===== src/rtl/uart_tx_fifo.sv =====
// uart_tx_fifo: byte queue in front of a UART transmitter.
//
// Bytes written on wr_en are stored in a DEPTH-entry circular buffer. A
// three-state drain FSM pops the head into tx_data whenever the queue is
// non-empty and the transmitter is idle, then holds tx_start until the
// transmitter acknowledges by raising tx_busy, and waits for tx_busy to fall
// before it may pop again.
//
// Handshake (tx_start / tx_busy): tx_start is a level request. Once raised,
// tx_start and tx_data stay constant until tx_busy is sampled high; tx_start
// then drops and the FSM waits for tx_busy to be sampled low. The
// transmitter may take any number of cycles to accept, so there is no
// timeout.
//
// full, empty and count are all registered and are recomputed from the same
// next-count value, so the three always agree. The count excludes the byte
// currently held in tx_data. flush empties the queue without touching the
// byte in flight and wins over a same-cycle write. rst wins over everything.
//
// fsm_state exposes the drain FSM state (IDLE=0, LAUNCH=1, WAIT_DONE=2).

module uart_tx_fifo #(
  parameter int DEPTH = 16,
  parameter int CW    = $clog2(DEPTH) + 1
) (
  input  logic          clk,
  input  logic          rst,
  input  logic [7:0]    wr_data,
  input  logic          wr_en,
  input  logic          flush,
  output logic          full,
  output logic          empty,
  output logic [CW-1:0] count,
  output logic          overflow,
  output logic [7:0]    tx_data,
  output logic          tx_start,
  input  logic          tx_busy,
  output logic [1:0]    fsm_state
);

  localparam int PW = CW - 1;

  typedef enum logic [1:0] {
    IDLE      = 2'd0,
    LAUNCH    = 2'd1,
    WAIT_DONE = 2'd2
  } state_t;

  // Storage and queue bookkeeping
  logic [7:0]    mem_q [DEPTH];
  logic [PW-1:0] wr_ptr_q, wr_ptr_d;
  logic [PW-1:0] rd_ptr_q, rd_ptr_d;
  logic [CW-1:0] count_q, count_d;
  logic          full_q, full_d;
  logic          empty_q, empty_d;
  logic          overflow_q, overflow_d;

  // Drain side
  state_t        state_q, state_d;
  logic [7:0]    tx_data_q, tx_data_d;
  logic          tx_start_q, tx_start_d;

  logic          push;
  logic          pop;

  // Write acceptance: uses the registered full flag, and flush suppresses
  // both the write and any overflow report for it.
  always_comb begin
    push       = 1'b0;
    overflow_d = 1'b0;
    if (!flush) begin
      push       = wr_en && !full_q;
      overflow_d = wr_en &&  full_q;
    end
  end

  // Drain FSM next-state, pop decision and transmitter outputs
  always_comb begin
    state_d    = state_q;
    tx_start_d = tx_start_q;
    tx_data_d  = tx_data_q;
    pop        = 1'b0;
    unique case (state_q)
      IDLE: begin
        tx_start_d = 1'b0;
        // A flush in the same cycle wins: nothing queued may be launched.
        if (!empty_q && !tx_busy && !flush) begin
          pop        = 1'b1;
          tx_data_d  = mem_q[rd_ptr_q];
          tx_start_d = 1'b1;
          state_d    = LAUNCH;
        end
      end
      LAUNCH: begin
        // Transmitter loads only on its own baud tick; wait indefinitely.
        if (tx_busy) begin
          tx_start_d = 1'b0;
          state_d    = WAIT_DONE;
        end
      end
      WAIT_DONE: begin
        tx_start_d = 1'b0;
        if (!tx_busy) begin
          state_d = IDLE;
        end
      end
      default: begin
        tx_start_d = 1'b0;
        state_d    = IDLE;
      end
    endcase
  end

  // Pointer, count and flag next values
  always_comb begin
    wr_ptr_d = wr_ptr_q;
    rd_ptr_d = rd_ptr_q;
    count_d  = count_q;
    if (flush) begin
      rd_ptr_d = wr_ptr_q;
      count_d  = '0;
    end else begin
      if (push) begin
        wr_ptr_d = wr_ptr_q + PW'(1);
      end
      if (pop) begin
        rd_ptr_d = rd_ptr_q + PW'(1);
      end
      count_d = count_q + CW'(push) - CW'(pop);
    end
    full_d  = (count_d == CW'(DEPTH));
    empty_d = (count_d == '0);
  end

  // Buffer write; a push is only ever accepted when not full, so the entry
  // at the read pointer is never overwritten while it is still queued.
  always_ff @(posedge clk) begin
    if (push) begin
      mem_q[wr_ptr_q] <= wr_data;
    end
  end

  // Queue state registers
  always_ff @(posedge clk) begin
    if (rst) begin
      wr_ptr_q   <= '0;
      rd_ptr_q   <= '0;
      count_q    <= '0;
      full_q     <= 1'b0;
      empty_q    <= 1'b1;
      overflow_q <= 1'b0;
    end else begin
      wr_ptr_q   <= wr_ptr_d;
      rd_ptr_q   <= rd_ptr_d;
      count_q    <= count_d;
      full_q     <= full_d;
      empty_q    <= empty_d;
      overflow_q <= overflow_d;
    end
  end

  // Drain FSM state and transmitter output registers
  always_ff @(posedge clk) begin
    if (rst) begin
      state_q    <= IDLE;
      tx_data_q  <= 8'h00;
      tx_start_q <= 1'b0;
    end else begin
      state_q    <= state_d;
      tx_data_q  <= tx_data_d;
      tx_start_q <= tx_start_d;
    end
  end

  assign full      = full_q;
  assign empty     = empty_q;
  assign count     = count_q;
  assign overflow  = overflow_q;
  assign tx_data   = tx_data_q;
  assign tx_start  = tx_start_q;
  assign fsm_state = state_q;

endmodule


===== config.mk =====
export PLATFORM = sky130hd
export DESIGN_NAME = uart_tx_fifo
export DESIGN_NICKNAME = d
export VERILOG_FILES = /design/src/rtl/uart_tx_fifo.sv
export SDC_FILE = /design/constraint.sdc
export NUM_CORES = 1
export LEC_CHECK = 0
export ABC_CLOCK_PERIOD_IN_PS = 3700
export BUFFER_PORTS_ARGS = -buffer_cell sky130_fd_sc_hd__buf_4
export CAP_MARGIN = 25
export CELL_PAD_IN_SITES_DETAIL_PLACEMENT = 0
export CELL_PAD_IN_SITES_GLOBAL_PLACEMENT = 1
export CORE_UTILIZATION = 30
export CTS_BUF_LIST = sky130_fd_sc_hd__clkbuf_8
export CTS_CLUSTER_DIAMETER = 120
export DETAILED_ROUTE_END_ITERATION = 6
export PLACE_DENSITY = 0.55
export SETUP_SLACK_MARGIN = 0.3
export SKIP_LAST_GASP = 1
export SLEW_MARGIN = 20
export SYNTH_ARGS = -nofsm -noshare
export SYNTH_HDL_FRONTEND = slang
export SYNTH_SLANG_ARGS = --single-unit

===== constraint.sdc =====
create_clock -name clk -period 3.7 [get_ports clk]
set_clock_uncertainty 0.2 [all_clocks]
set_input_delay 0 -clock clk [delete_from_list [all_inputs] [get_ports clk]]
set_output_delay 0 -clock clk [all_outputs]
set_load 0.1 [all_outputs]

; Yosys cells after proc, flatten, opt, wreduce, memory -nomap -nowiden
; Memories as Yosys holds them, arrays and structs flattened. A register that Yosys moved wholly into a read port is not among the register bits.
; Cells that the tools add are included.
[totals]
reg_bits = 19
ramBits = 128
inputBits = 13
n_memories = 1
[mem_list]
columns = name, words, width, read_ports, rd_ports_with_merged_regs, wr, line_no
row1 = mem_q, 16, 8, 1, 1, 1, 50  ; logic [7:0] mem_q [DEPTH];
[classes]
n_addsub = 4
eq_ne = 6
mux = 14
bitwise = 1
reduce_logical = 15
[ops]
columns = cell, count
row1 = "adder 4 x 1 -> 4 bit, second input constant", 2
row2 = 2-to-1 mux 4 bit, 2
row3 = 2-to-1 mux 1 bit, 6
row4 = 2-to-1 mux 2 bit, 3
row5 = "inequality test 2 bit, second input constant", 3
row6 = one-hot mux 2 bit (3 select lines), 1
row7 = adder 5 x 1 -> 5 bit, 1
row8 = "== test 5 bit, second input constant", 1
row9 = zero test 5 bit, 1
row10 = 2-to-1 mux 5 bit, 1
row11 = subtractor 5 x 1 -> 5 bit, 1
row12 = logical AND 1 bit, 4
row13 = zero test 1 bit, 4
row14 = AND reduction 2 bit, 2
row15 = AND reduction 3 bit, 1
row16 = "== test 2 x 1 -> 1 bit, second input constant", 1
row17 = "== test 2 bit, second input constant", 1
row18 = zero test 2 bit, 1
row19 = one-hot mux 1 bit (2 select lines), 1
row20 = nonzero test 2 bit, 1
row21 = OR reduction 2 bit, 1
row22 = inverter 1 bit, 1

; Logic depth before layout (Yosys ltp)
; Gate-level depths: netlist of run 1.
[logic_depth]
word_depth = 8
depth_mapped = 13
ltp_nobuf = 12

; Worst setup path after synthesis of run 1
; OpenSTA, ideal clock, no wires.
[synth_timing]
kind = flip-flop to flip-flop
startpoint = register state_q[1] (netlist: fsm_state[1])
endpoint = register full_q (netlist: full)
setup_ns = 0.103
arrival_ns = 3.340
t_required_ns = 3.397
setup_slack_ns = 0.056
path_stages_with_launch = 14
n_path_buf = 1
synth_period_minus_slack_ns = 3.644
cell_sequence = dfxtp_1 nor2_1 nand2_1 inv_2 clkbuf_1 ha_1 inv_1 ha_1 inv_1 fa_1 xnor2_1 nor4bb_1 mux2i_1 a2111oi_2
[synth_between]
elab_chain_cells = 5
[synth_rtl]
columns = element, line_no
row1 = from (decl), 59  ; state_t state_q, state_d;
row2 = from (signal assigned), 169  ; state_q <= state_d;
row3 = zero test 2 bit, 83  ; unique case (state_q)
row4 = 2-to-1 mux 1 bit, 83
row5 = net pop, 64  ; logic pop;
row6 = subtractor 5 x 1 -> 5 bit, 129  ; count_d = count_q + CW'(push) - CW'(pop);
row7 = 2-to-1 mux 5 bit, 119  ; if (flush) begin
row8 = == test 5 bit, 131  ; full_d = (count_d == CW'(DEPTH));
row9 = to (signal assigned), 156  ; full_q <= full_d;
row10 = to (decl), 54  ; logic full_q, full_d;
; The timed path passes the listed nets, and every way through them passes these cells.
; A chain may end at the register's enable or synchronous reset.

; Worst setup path after layout of run 1
[layout_timing]
startpoint = register state_q[1] (netlist: fsm_state[1])
endpoint = register full_q (netlist: full)
[layout_between]
elab_chain_cells = 5
[layout_rtl]
columns = element, line_no
row1 = zero test 2 bit, 83
row2 = 2-to-1 mux 1 bit, 83
row3 = subtractor 5 x 1 -> 5 bit, 129
row4 = 2-to-1 mux 5 bit, 119
row5 = == test 5 bit, 131
; Every way passes these cells.

==> metrics, run 1 <==
outcome=completed; CP Class=reg -> reg; sw power=0.8485 mW; internal power=~2.5 mW; GR Overflow Total=0; Critical Path End Type=flop; clock slew at reported path FFs=~0.08 ns; setup TNS=0 ns; initial core utilization=between 30% and 40%; DRC=0; combinational share of power=roughly 8%; CTS Sinks=155; overall via count from detail_route=3418; crit-path max FO=5; Layout area overhead=16.46%; Bufs on Longest Clock Path=2; TritonCTS clock tree=done; Layout Cells excl Fill=approximately 720; crit-path max cell delay=0.40 ns; Flop pwr share=56.6%; Sw Share=25.04%; area post-placement=6790 um^2; Lkg Pwr=between 2 and 2.5 nW; sequential area share after synthesis=between 60% and 70%; Max-Cap Viols=0; Avg WL per Cell=about 19 um; first-pass GRT wire length=roughly 21 mm; pwr/cell area=approximately 460 nW/um^2; hold_buf cts=14; CTS buffer count=17; initial antenna violation count=0; cell family with most CP delay=adder cells; Placed Cells=approximately 680; synthesized flop and latch total=approximately 160; Rel. slew slack=a little under two fifths; CORE AREA=a little over 20000 um^2; crit path time final=between 2 and 3 ns; DR pass1 iterations=4; site row count=52; final core utilization=between 30 and 40%; Worst Path Buf+Inv=3; synthesized cell area=between 6000 and 7000 um^2; Die H=about 150 um; Total GRT Usage=a little over an eighth; Gate Count Post-Synth=roughly 380; Syn. warnings=0; Startpoint Class=flop; worst vdd ir=between 0.2 and 0.3 mV; CTS resizes=0; reg-to-reg slack, setup=about 0.72 ns; Post-CTS Setup Bufs=0; HPWL after DPL=roughly 8.8 mm; PortBufs=31; Die ar.=about 21000 um^2; remaining antenna violation count=0; Final Max Tran Viols=0; Root Driver=clkbuf_8; H-tree Lvls=4; Final Hold Viols=0; worst path cell trace=nor2_1 > nand2_1 > inv_2 > ha_1 > inv_1 > ha_1 > inv_1 > fa_1 > xnor2_1 > nor4b_1 > mux2i_1 > a2111oi_2; initial drt markers=between 150 and 200; Final #Nets=around 460; syn avg cell area=about 16 um^2; Clk pwr share=35.6%; # diodes=0; Routed WL=between 10 and 15 mm; EDFF count, synth=128; crit path max-delay cell type=fa_1; Tcrit/Tclk final=80.54%; post-synth cell types=54; layout cell share with drive strength beyond 1=about 22%; Die Span X=146.6 um; min-delay worst type=in -> reg; Crit path required time=about 3.8 ns; signal arrival time at the worst endpoint=between 3 and 4 ns; unrepaired setup endpoints after global routing=false; Placer Congestion=approximately 0.75; Final Cell Area=roughly 7300 um^2; actual slew at the worst max-slew pin=around 0.94 ns; number of global-route vias before repair=3585; fmax=roughly 340 MHz; Hold Slack=0.2122 ns; top_reg_cell synth=edfxtp_1; Clock Latency Late Sink=between 0.4 and 0.5 ns; vias per cell=roughly 4.7; ys async rst share=0%; maximum number of pins on one net before global-route repair=25; Setup Viol. Count Final=0; syn_nets=between 400 and 500; Top Ports=32
## through the flow
step / power, mW / setup slack (ns)
3_5_place_dp: 2.215 / 0.7328
5_1_grt: 3.514 / 0.5114
4_1_cts: 3.426 / 0.7083
3_3_place_gp: 2.211 / 0.8315
6_report: 3.389 / 0.7201
2_1_floorplan: 2.134 / 0.4145
## power by group through the flow
| stage | sequential [mW] | clock [mW] | combinational (mW) |
|---|---|---|---|
| 2_1_floorplan | 2.01 | 0 | 0.122 |
| 3_3_place_gp | 1.96 | 0 | 0.253 |
| 3_5_place_dp | 1.96 | 0 | 0.256 |
| 4_1_cts | 1.92 | 1.24 | 0.267 |
| 5_1_grt | 1.92 | 1.31 | 0.284 |
| 6_report | 1.92 | 1.21 | 0.264 |
## layer usage
metal,wire length (um),vias to the layer above,track usage (%)
met2,6484,70,21.67
li1,-,1601,-
met4,80,0,3.438
met5,0,-,0
met3,461,4,3.500
met1,6440,1743,17.77
## worst reg2reg max path: stages (launching register included)
cell and delay [ns]:
dfxtp_2 0.34, nor2_1 0.24, nand2_1 0.16, inv_2 0.09, ha_1 0.22, inv_1 0.06, ha_1 0.15, inv_1 0.06
fa_1 0.40, xnor2_1 0.18, nor4b_1 0.28, mux2i_1 0.18, a2111oi_2 0.34
## sequential cells by signal (all words and copies together) (netlist names)
register	cells
mem_q	128
full	1
fsm_state	2
rd_ptr_q	4
overflow	1
wr_ptr_q	4
tx_data	8
tx_start	1
empty	1
count	5
## cell type report
type	instances	area, um^2
Fill cell	1974	13060
Sequential cell	155	4389
Multi-Input combinational cell	198	1714
Timing Repair Buffer	55	447.9
Tap cell	270	337.8
Clock buffer	17	234.0
Clock inverter	15	137.6
Inverter	11	41.29
## final timing paths
path,endpoint,start,cells after the start
worst max-delay path,full$_SDFF_PP0_,fsm_state[1]$_SDFFE_PP0P_,12
worst min-delay path,full$_SDFF_PP0_,flush,3
worst max register to register,full$_SDFF_PP0_,fsm_state[1]$_SDFFE_PP0P_,12
worst min register to register,tx_start$_SDFFE_PP0P_,tx_start$_SDFFE_PP0P_,1
## cells by family after synthesis
kind of cell	synth area share, %
AO/OA/AOI/OAI	6.406
XOR/XNOR	0.9779
adder cells (fa/ha/maj)	2.315
buffers and inverters	2.734
flip-flops	69.93
multiplexers	11.06
AND/OR/NAND/NOR	6.586
## cells in the final DEF (no fill, tap or decap), types with 3 or more instances in the layout
cell type      instances
mux2i_1               31
inv_6                  5
buf_4                 41
o22ai_1                7
nor2_1                22
a22oi_1               15
a31oi_1                3
nor3b_2                3
inv_1                 11
mux4_2                16
a21oi_1                4
edfxtp_1             128
clkbuf_8              17
dfxtp_1               23
xnor2_1                3
ha_1                  10
o32ai_1                7
nor3_1                 8
dlygate4sd3_1         14
nand2b_1              11
dfxtp_2                4
nand2_1               18
xor2_1                 4
o21a_1                 3
## synth_stat cells, types with 3 or more instances
| master | number | area share [%] |
|---|---|---|
| nand2_1 | 18 | 1.1 |
| dfxtp_1 | 27 | 8.6 |
| mux4_2 | 16 | 5.7 |
| o21a_1 | 3 | 0.36 |
| edfxtp_1 | 128 | 61 |
| o22ai_1 | 7 | 0.70 |
| a31oi_1 | 3 | 0.30 |
| nor2_1 | 22 | 1.3 |
| o32ai_1 | 7 | 0.98 |
| nor3b_2 | 3 | 0.60 |
| a22oi_1 | 15 | 1.8 |
| buf_2 | 3 | 0.24 |
| a21oi_1 | 4 | 0.32 |
| xnor2_1 | 3 | 0.42 |
| mux2i_1 | 31 | 4.9 |
| nand2b_1 | 11 | 1.1 |
| buf_6 | 4 | 0.72 |
| nor3_1 | 8 | 0.64 |
| inv_1 | 10 | 0.60 |
| ha_1 | 10 | 2.0 |
| clkbuf_1 | 7 | 0.42 |
| xor2_1 | 4 | 0.56 |
No activity file was read; power rests on OpenSTA's default activity.
==> inputs of run 2 (changes only) <==
--- a/config.mk
+++ b/config.mk
@@ -5,7 +5,7 @@
 export SDC_FILE = /design/constraint.sdc
 export NUM_CORES = 1
 export LEC_CHECK = 0
-export ABC_CLOCK_PERIOD_IN_PS = 3700
+export ABC_CLOCK_PERIOD_IN_PS = 2950
 export BUFFER_PORTS_ARGS = -buffer_cell sky130_fd_sc_hd__buf_4
 export CAP_MARGIN = 25
 export CELL_PAD_IN_SITES_DETAIL_PLACEMENT = 0
==> constraint.sdc (replaced) <==
create_clock -name clk -period 2.95 [get_ports clk]
set_clock_uncertainty 0.2 [all_clocks]
set_input_delay 0 -clock clk [delete_from_list [all_inputs] [get_ports clk]]
set_output_delay 0 -clock clk [all_outputs]
set_load 0.1 [all_outputs]
==> metrics, run 2 (synthesis results as in run 1) <==
Tot Pwr=~4.2 mW; Tcrit/Tclk final=around nine tenths; fmax=377.9 MHz; fillers=roughly 2.0k; worst path cell trace=nor3_4 > nand2_2 > inv_2 > ha_4 > inv_2 > ha_4 > inv_2 > fa_2 > xnor2_2 > nor4bb_1 > mux2i_1 > o31ai_1; initial drt markers=~200; Die H=around 150 um; Lkg Pwr=about 2.4 nW; crit path max-delay cell type=dfxtp_4; Setup Viol. Count Final=0; worst setup margin=about 0.3 ns; actual slew at the worst max-slew pin=~0.6 ns; initial core utilization=between 30% and 40%; DRC=0; initial antenna violation count=0; Worst Path Buf+Inv=3; multi-input logic area=approximately 1800 um^2; final core utilization=a little over a third; crit-path max cell delay=around 0.37 ns; overall via count from detail_route=3485; layout cell share with drive strength beyond 1=approximately 27%; FF-to-FF Start=empty$_SDFF_PP1_; Bufs on Longest Clock Path=2; Placer Congestion=between 0.7 and 0.8; Post-CTS Setup Bufs=0; Critical Path End Type=flop; clock slew at reported path FFs=roughly 0.09 ns; Worst Min Path Start=wr_data[0]; first-pass GRT wire length=20.40 mm; max reg flops=approximately 130; maximum number of pins on one net before global-route repair=29; cell with the most instances on the worst path=inv_2; cell family with most CP delay=adder cells; Total GRT Usage=around 13%; min-delay worst type=in -> reg; H-tree Lvls=4; Rel. slew slack=about three fifths; CTS Sinks=about 160; pwr/cell area=between 500 and 600 nW/um^2; Startpoint Class=flop; outcome=completed; # diodes=0; most common cell after layout, fill and taps aside=edfxtp_1; unrepaired setup endpoints after global routing=true; register with the most flip-flops=mem_q; vias per cell=around 4.8; crit-path max FO=3; commonest non-fill, non-tap cells in the layout=128 x edfxtp_1, 53 x buf_4, 31 x mux2i_1, 22 x dfxtp_1, 21 x nor2_1; TritonCTS clock tree=done; Worst Hold Path Cells=2; Root Driver=clkbuf_8; CORE AREA=between 20000 and 25000 um^2; reg-to-reg slack, setup=approximately 0.3 ns; Crit path required time=3.10 ns; CTS buffer count=17; setup TNS=0 ns; HPWL after DPL=8.736 mm; CP Class=reg -> reg; FF+latch area=between 4000 and 5000 um^2; remaining antenna violation count=0; Die ar.=between 20000 and 25000 um^2; Routed WL=between 10 and 15 mm; worst vdd ir=0.4122 mV; Final Max Tran Viols=0; Die Span X=146.6 um; Layout area overhead=19.06%; worst-case reg-to-reg path depth=12; site row count=52; Avg WL per Cell=around 18 um; Placement Setup Slack=0.2516 ns; crit path time final=between 2 and 3 ns; Clock Latency Late Sink=around 0.45 ns; Top Ports=32; DR pass1 iterations=6; PortBufs=31; Max-Cap Viols=0; reg-to-reg endpoint=empty$_SDFF_PP1_; GR Overflow Total=0; signal arrival time at the worst endpoint=about 2.8 ns; Final Hold Viols=0; Final #Nets=about 470; number of global-route vias before repair=3539; hold worst-path end=mem_q[9][0]$_DFFE_PP_
## run 2: stage by stage
step / instances / area (um^2) / hold slack (ns)
3_3_place_gp: 687 / 6955 / 0.05348
5_1_grt: 733 / 7465 / 0.1895
3_5_place_dp: 687 / 6955 / 0.06648
4_1_cts: 733 / 7465 / 0.1747
2_1_floorplan: 383 / 6359 / -0.1011
6_report: 733 / 7465 / 0.1976
## run 2: worst max-delay path by stage
stage	startpoint	end	slack (ns)	depth (start not counted)
2_1_floorplan	full$_SDFF_PP0_	full$_SDFF_PP0_	0.08	11
3_3_place_gp	fsm_state[0]$_SDFFE_PP0P_	empty$_SDFF_PP1_	0.28	12
3_5_place_dp	fsm_state[0]$_SDFFE_PP0P_	empty$_SDFF_PP1_	0.25	12
5_1_grt	empty$_SDFF_PP1_	empty$_SDFF_PP1_	0.12	12
6_report	empty$_SDFF_PP1_	empty$_SDFF_PP1_	0.30	12
4_1_cts	full$_SDFF_PP0_	full$_SDFF_PP0_	0.31	11
## run 2: final cells by class
cell class / count / area share, %
inverters: 11 / 0.5531
clock inverters: 15 / 1.810
flip-flops and latches: 155 / 58.95
multi-input cells: 198 / 23.82
repair buffers: 67 / 7.208
well taps: 270 / 4.526
clock buffers: 17 / 3.134
## run 2: report_power, final
part / switching [mW] / total [mW] / internal [mW]
Combinational: 0.218 / 0.342 / 0.124
Clock: 0.877 / 1.49 / 0.613
Sequential: 0.0179 / 2.40 / 2.39
Total: 1.11 / 4.23 / 3.12
## run 2: repair_timing
item / CTS / global route
setup endpoints to repair: 2 / 2
endpoints found under the hold margin: 155 / 0
resized for setup: 1 / 0
hold buffers: 14 / 0
pin swaps: 4 / 0
## run 2: worst reg2reg max path, cell delays in order (launching register included)
cell and delay [ns]:
dfxtp_4 0.37, nor3_4 0.19, nand2_2 0.10, inv_2 0.09, ha_4 0.20, inv_2 0.06
ha_4 0.12, inv_2 0.03, fa_2 0.36, xnor2_2 0.16, nor4bb_1 0.28, mux2i_1 0.16
o31ai_1 0.24
## run 2: layer usage
metal  up-vias  track usage (%)  routed length (um)
met5         -                0                   0
met4         0            4.219                 182
met3        16            3.531                 532
met2        82            20.26                6304
met1      1763            17.42                6146
li1       1624                -                   -
==> inputs of run 3 (changes only) <==
--- a/config.mk
+++ b/config.mk
@@ -10,6 +10,7 @@
 export CAP_MARGIN = 25
 export CELL_PAD_IN_SITES_DETAIL_PLACEMENT = 0
 export CELL_PAD_IN_SITES_GLOBAL_PLACEMENT = 1
+export CORE_ASPECT_RATIO = 0.9
 export CORE_UTILIZATION = 30
 export CTS_BUF_LIST = sky130_fd_sc_hd__clkbuf_8
 export CTS_CLUSTER_DIAMETER = 120
==> metrics, run 3 (synthesis results as in run 1) <==
setup TNS=0 ns; Placement Setup Slack=between 0.2 and 0.25 ns; Total GRT Usage=roughly 14%; crit-path max cell delay=0.36 ns; clock slew at reported path FFs=approximately 0.1 ns; Final Max Tran Viols=0; remaining antenna violation count=0; Avg WL per Cell=18.99 um; initial antenna violation count=0; first-pass GRT wire length=21.18 mm; Root Driver=clkbuf_8; multi-input logic area=1790 um^2; Placed Cells=675; Top Ports=32; # diodes=0; hold worst-path end=mem_q[10][0]$_DFFE_PP_; fmax=379.0 MHz; site row count=49; worst vdd ir=0.2825 mV; actual slew at the worst max-slew pin=slightly above 0.7 ns; Lkg Pwr=about 2.5 nW; Tcrit/Tclk final=approximately 89%; Routed WL=about 14 mm; layout cell share with drive strength beyond 1=28.18%; unrepaired setup endpoints after global routing=true; FF-to-FF Start=empty$_SDFF_PP1_; CP Class=reg -> reg; commonest non-fill, non-tap cells in the layout=128 x edfxtp_1, 60 x buf_4, 31 x mux2i_1, 22 x dfxtp_1, 21 x nor2_1; FF+latch area=4400 um^2; Worst Hold Path Cells=2; overall via count from detail_route=roughly 3.5k; Layout Cells excl Fill=727; H-tree Lvls=4; most common cell after layout, fill and taps aside=edfxtp_1; Startpoint Class=flop; Sw Share=between 20% and 30%; Bufs on Longest Clock Path=2; maximum number of pins on one net before global-route repair=29; register with the most flip-flops=mem_q; reg-to-reg endpoint=full$_SDFF_PP0_; fillers=1915; sw power=between 1 and 1.5 mW; Final #Nets=between 400 and 500; Critical Path End Type=flop; Setup Viol. Count Final=0; TritonCTS clock tree=done; CTS Sinks=around 160; initial drt markers=~190; max reg flops=between 100 and 150; CTS buffer count=17; min-delay worst type=in -> reg; Flop pwr share=54.4%; number of global-route vias before repair=between 3k and 4k; Die H=139.1 um; crit path time final=between 2 and 3 ns; PortBufs=31; worst setup margin=slightly above 0.3 ns; initial core utilization=a little under a third; Clk pwr share=about 37%; worst-case reg-to-reg path depth=12; Rel. slew slack=about half; DRC=0; Clock Latency Late Sink=roughly 0.45 ns; worst path cell trace=nor3_4 > nand2_2 > inv_2 > ha_4 > inv_2 > ha_4 > inv_2 > fa_2 > xnor2_2 > nor4bb_1 > mux2i_1 > a2111oi_4; crit-path max FO=3; Crit path required time=3.10 ns; cell with the most instances on the worst path=inv_2; CORE AREA=20230 um^2; vias per cell=just under 5; reg-to-reg slack, setup=0.31 ns; Worst Min Path Start=wr_data[0]; Max-Cap Viols=0; Die ar.=21480 um^2; Placer Congestion=around 0.75; signal arrival time at the worst endpoint=2.79 ns; combinational share of power=8.3%; outcome=completed; pwr/cell area=just under 600 nW/um^2; DR pass1 iterations=4; GR Overflow Total=0; crit path max-delay cell type=dfxtp_4; Final Hold Viols=0; Worst Path Buf+Inv=3; HPWL after DPL=8.599 mm; cell family with most CP delay=adder cells; Die Span X=about 150 um; Layout area overhead=20.95%; internal power=roughly 3.2 mW
run 3: changes by cell type in the layout (fill, tap and decap cells not counted), sizes merged:
cell,delta
inv,+3
clkinvlp,-2
dlygate4sd3,+1
buf,+8
bufinv,+1
clkinv,-2
run 3: through the flow:
stage | hold WS [ns] | power (mW) | utilization [%] | instance area (um^2)
global route | 0.1927 | 4.588 | 37.48 | 7584
finish | 0.2072 | 4.418 | 37.48 | 7584
detailed placement | 0.05489 | 2.791 | 34.46 | 6972
CTS | 0.1728 | 4.471 | 37.48 | 7584
floorplan | -0.1011 | 2.687 | - | 6359
global placement | 0.05089 | 2.787 | 34.46 | 6972
run 3: worst reg2reg max path, delay by kind of cell, from the launching register on:
family	cells	cell delay, ns
fa+ha+maj	3	0.67
simple gates	3	0.57
flops	1	0.36
compound gates	1	0.21
mux	1	0.18
xor+xnor	1	0.17
buf+inv	3	0.16
run 3: layer usage:
layer / GRT usage (%) / vias to the layer above / share of wire, %
li1: - / 1651 / -
met1: 18.58 / 1761 / 49
met2: 21.29 / 82 / 46
met3: 3.125 / 17 / 3.9
met4: 4.794 / 0 / 1.3
met5: 0 / - / 0
run 3: how the worst max path moves through the flow:
stage / start / to / slack (ns) / cells past startpoint
floorplan: full$_SDFF_PP0_ / full$_SDFF_PP0_ / 0.08 / 11
global placement: fsm_state[0]$_SDFFE_PP0P_ / empty$_SDFF_PP1_ / 0.30 / 12
detailed placement: full$_SDFF_PP0_ / full$_SDFF_PP0_ / 0.23 / 11
CTS: empty$_SDFF_PP1_ / full$_SDFF_PP0_ / 0.31 / 12
global route: empty$_SDFF_PP1_ / full$_SDFF_PP0_ / 0.18 / 12
finish: empty$_SDFF_PP1_ / full$_SDFF_PP0_ / 0.31 / 12
run 3: area by class of cell:
cell class | instances | area share (%)
sequential | 155 | 58.03
multi-input combinational | 198 | 23.61
timing repair buffer | 76 | 8.183
tap | 255 | 4.207
clock buffer | 17 | 3.085
clock inverter | 15 | 2.343
inverter | 11 | 0.5445
run 3: power groups by stage:
stage | registers (mW) | logic, mW | clock network (mW)
after floorplan | 2.52 | 0.163 | 0
after global placement | 2.45 | 0.334 | 0
after detailed placement | 2.45 | 0.338 | 0
after CTS | 2.40 | 0.368 | 1.70
after global routing | 2.41 | 0.394 | 1.79
final | 2.40 | 0.365 | 1.65
run 3: repair_timing:
item,CTS,global route
buffers inserted,5,0
hold buffers,15,0
pin swaps,10,0
setup endpoints to repair,2,2
gates resized for setup,3,0
hold endpoints to repair,155,0
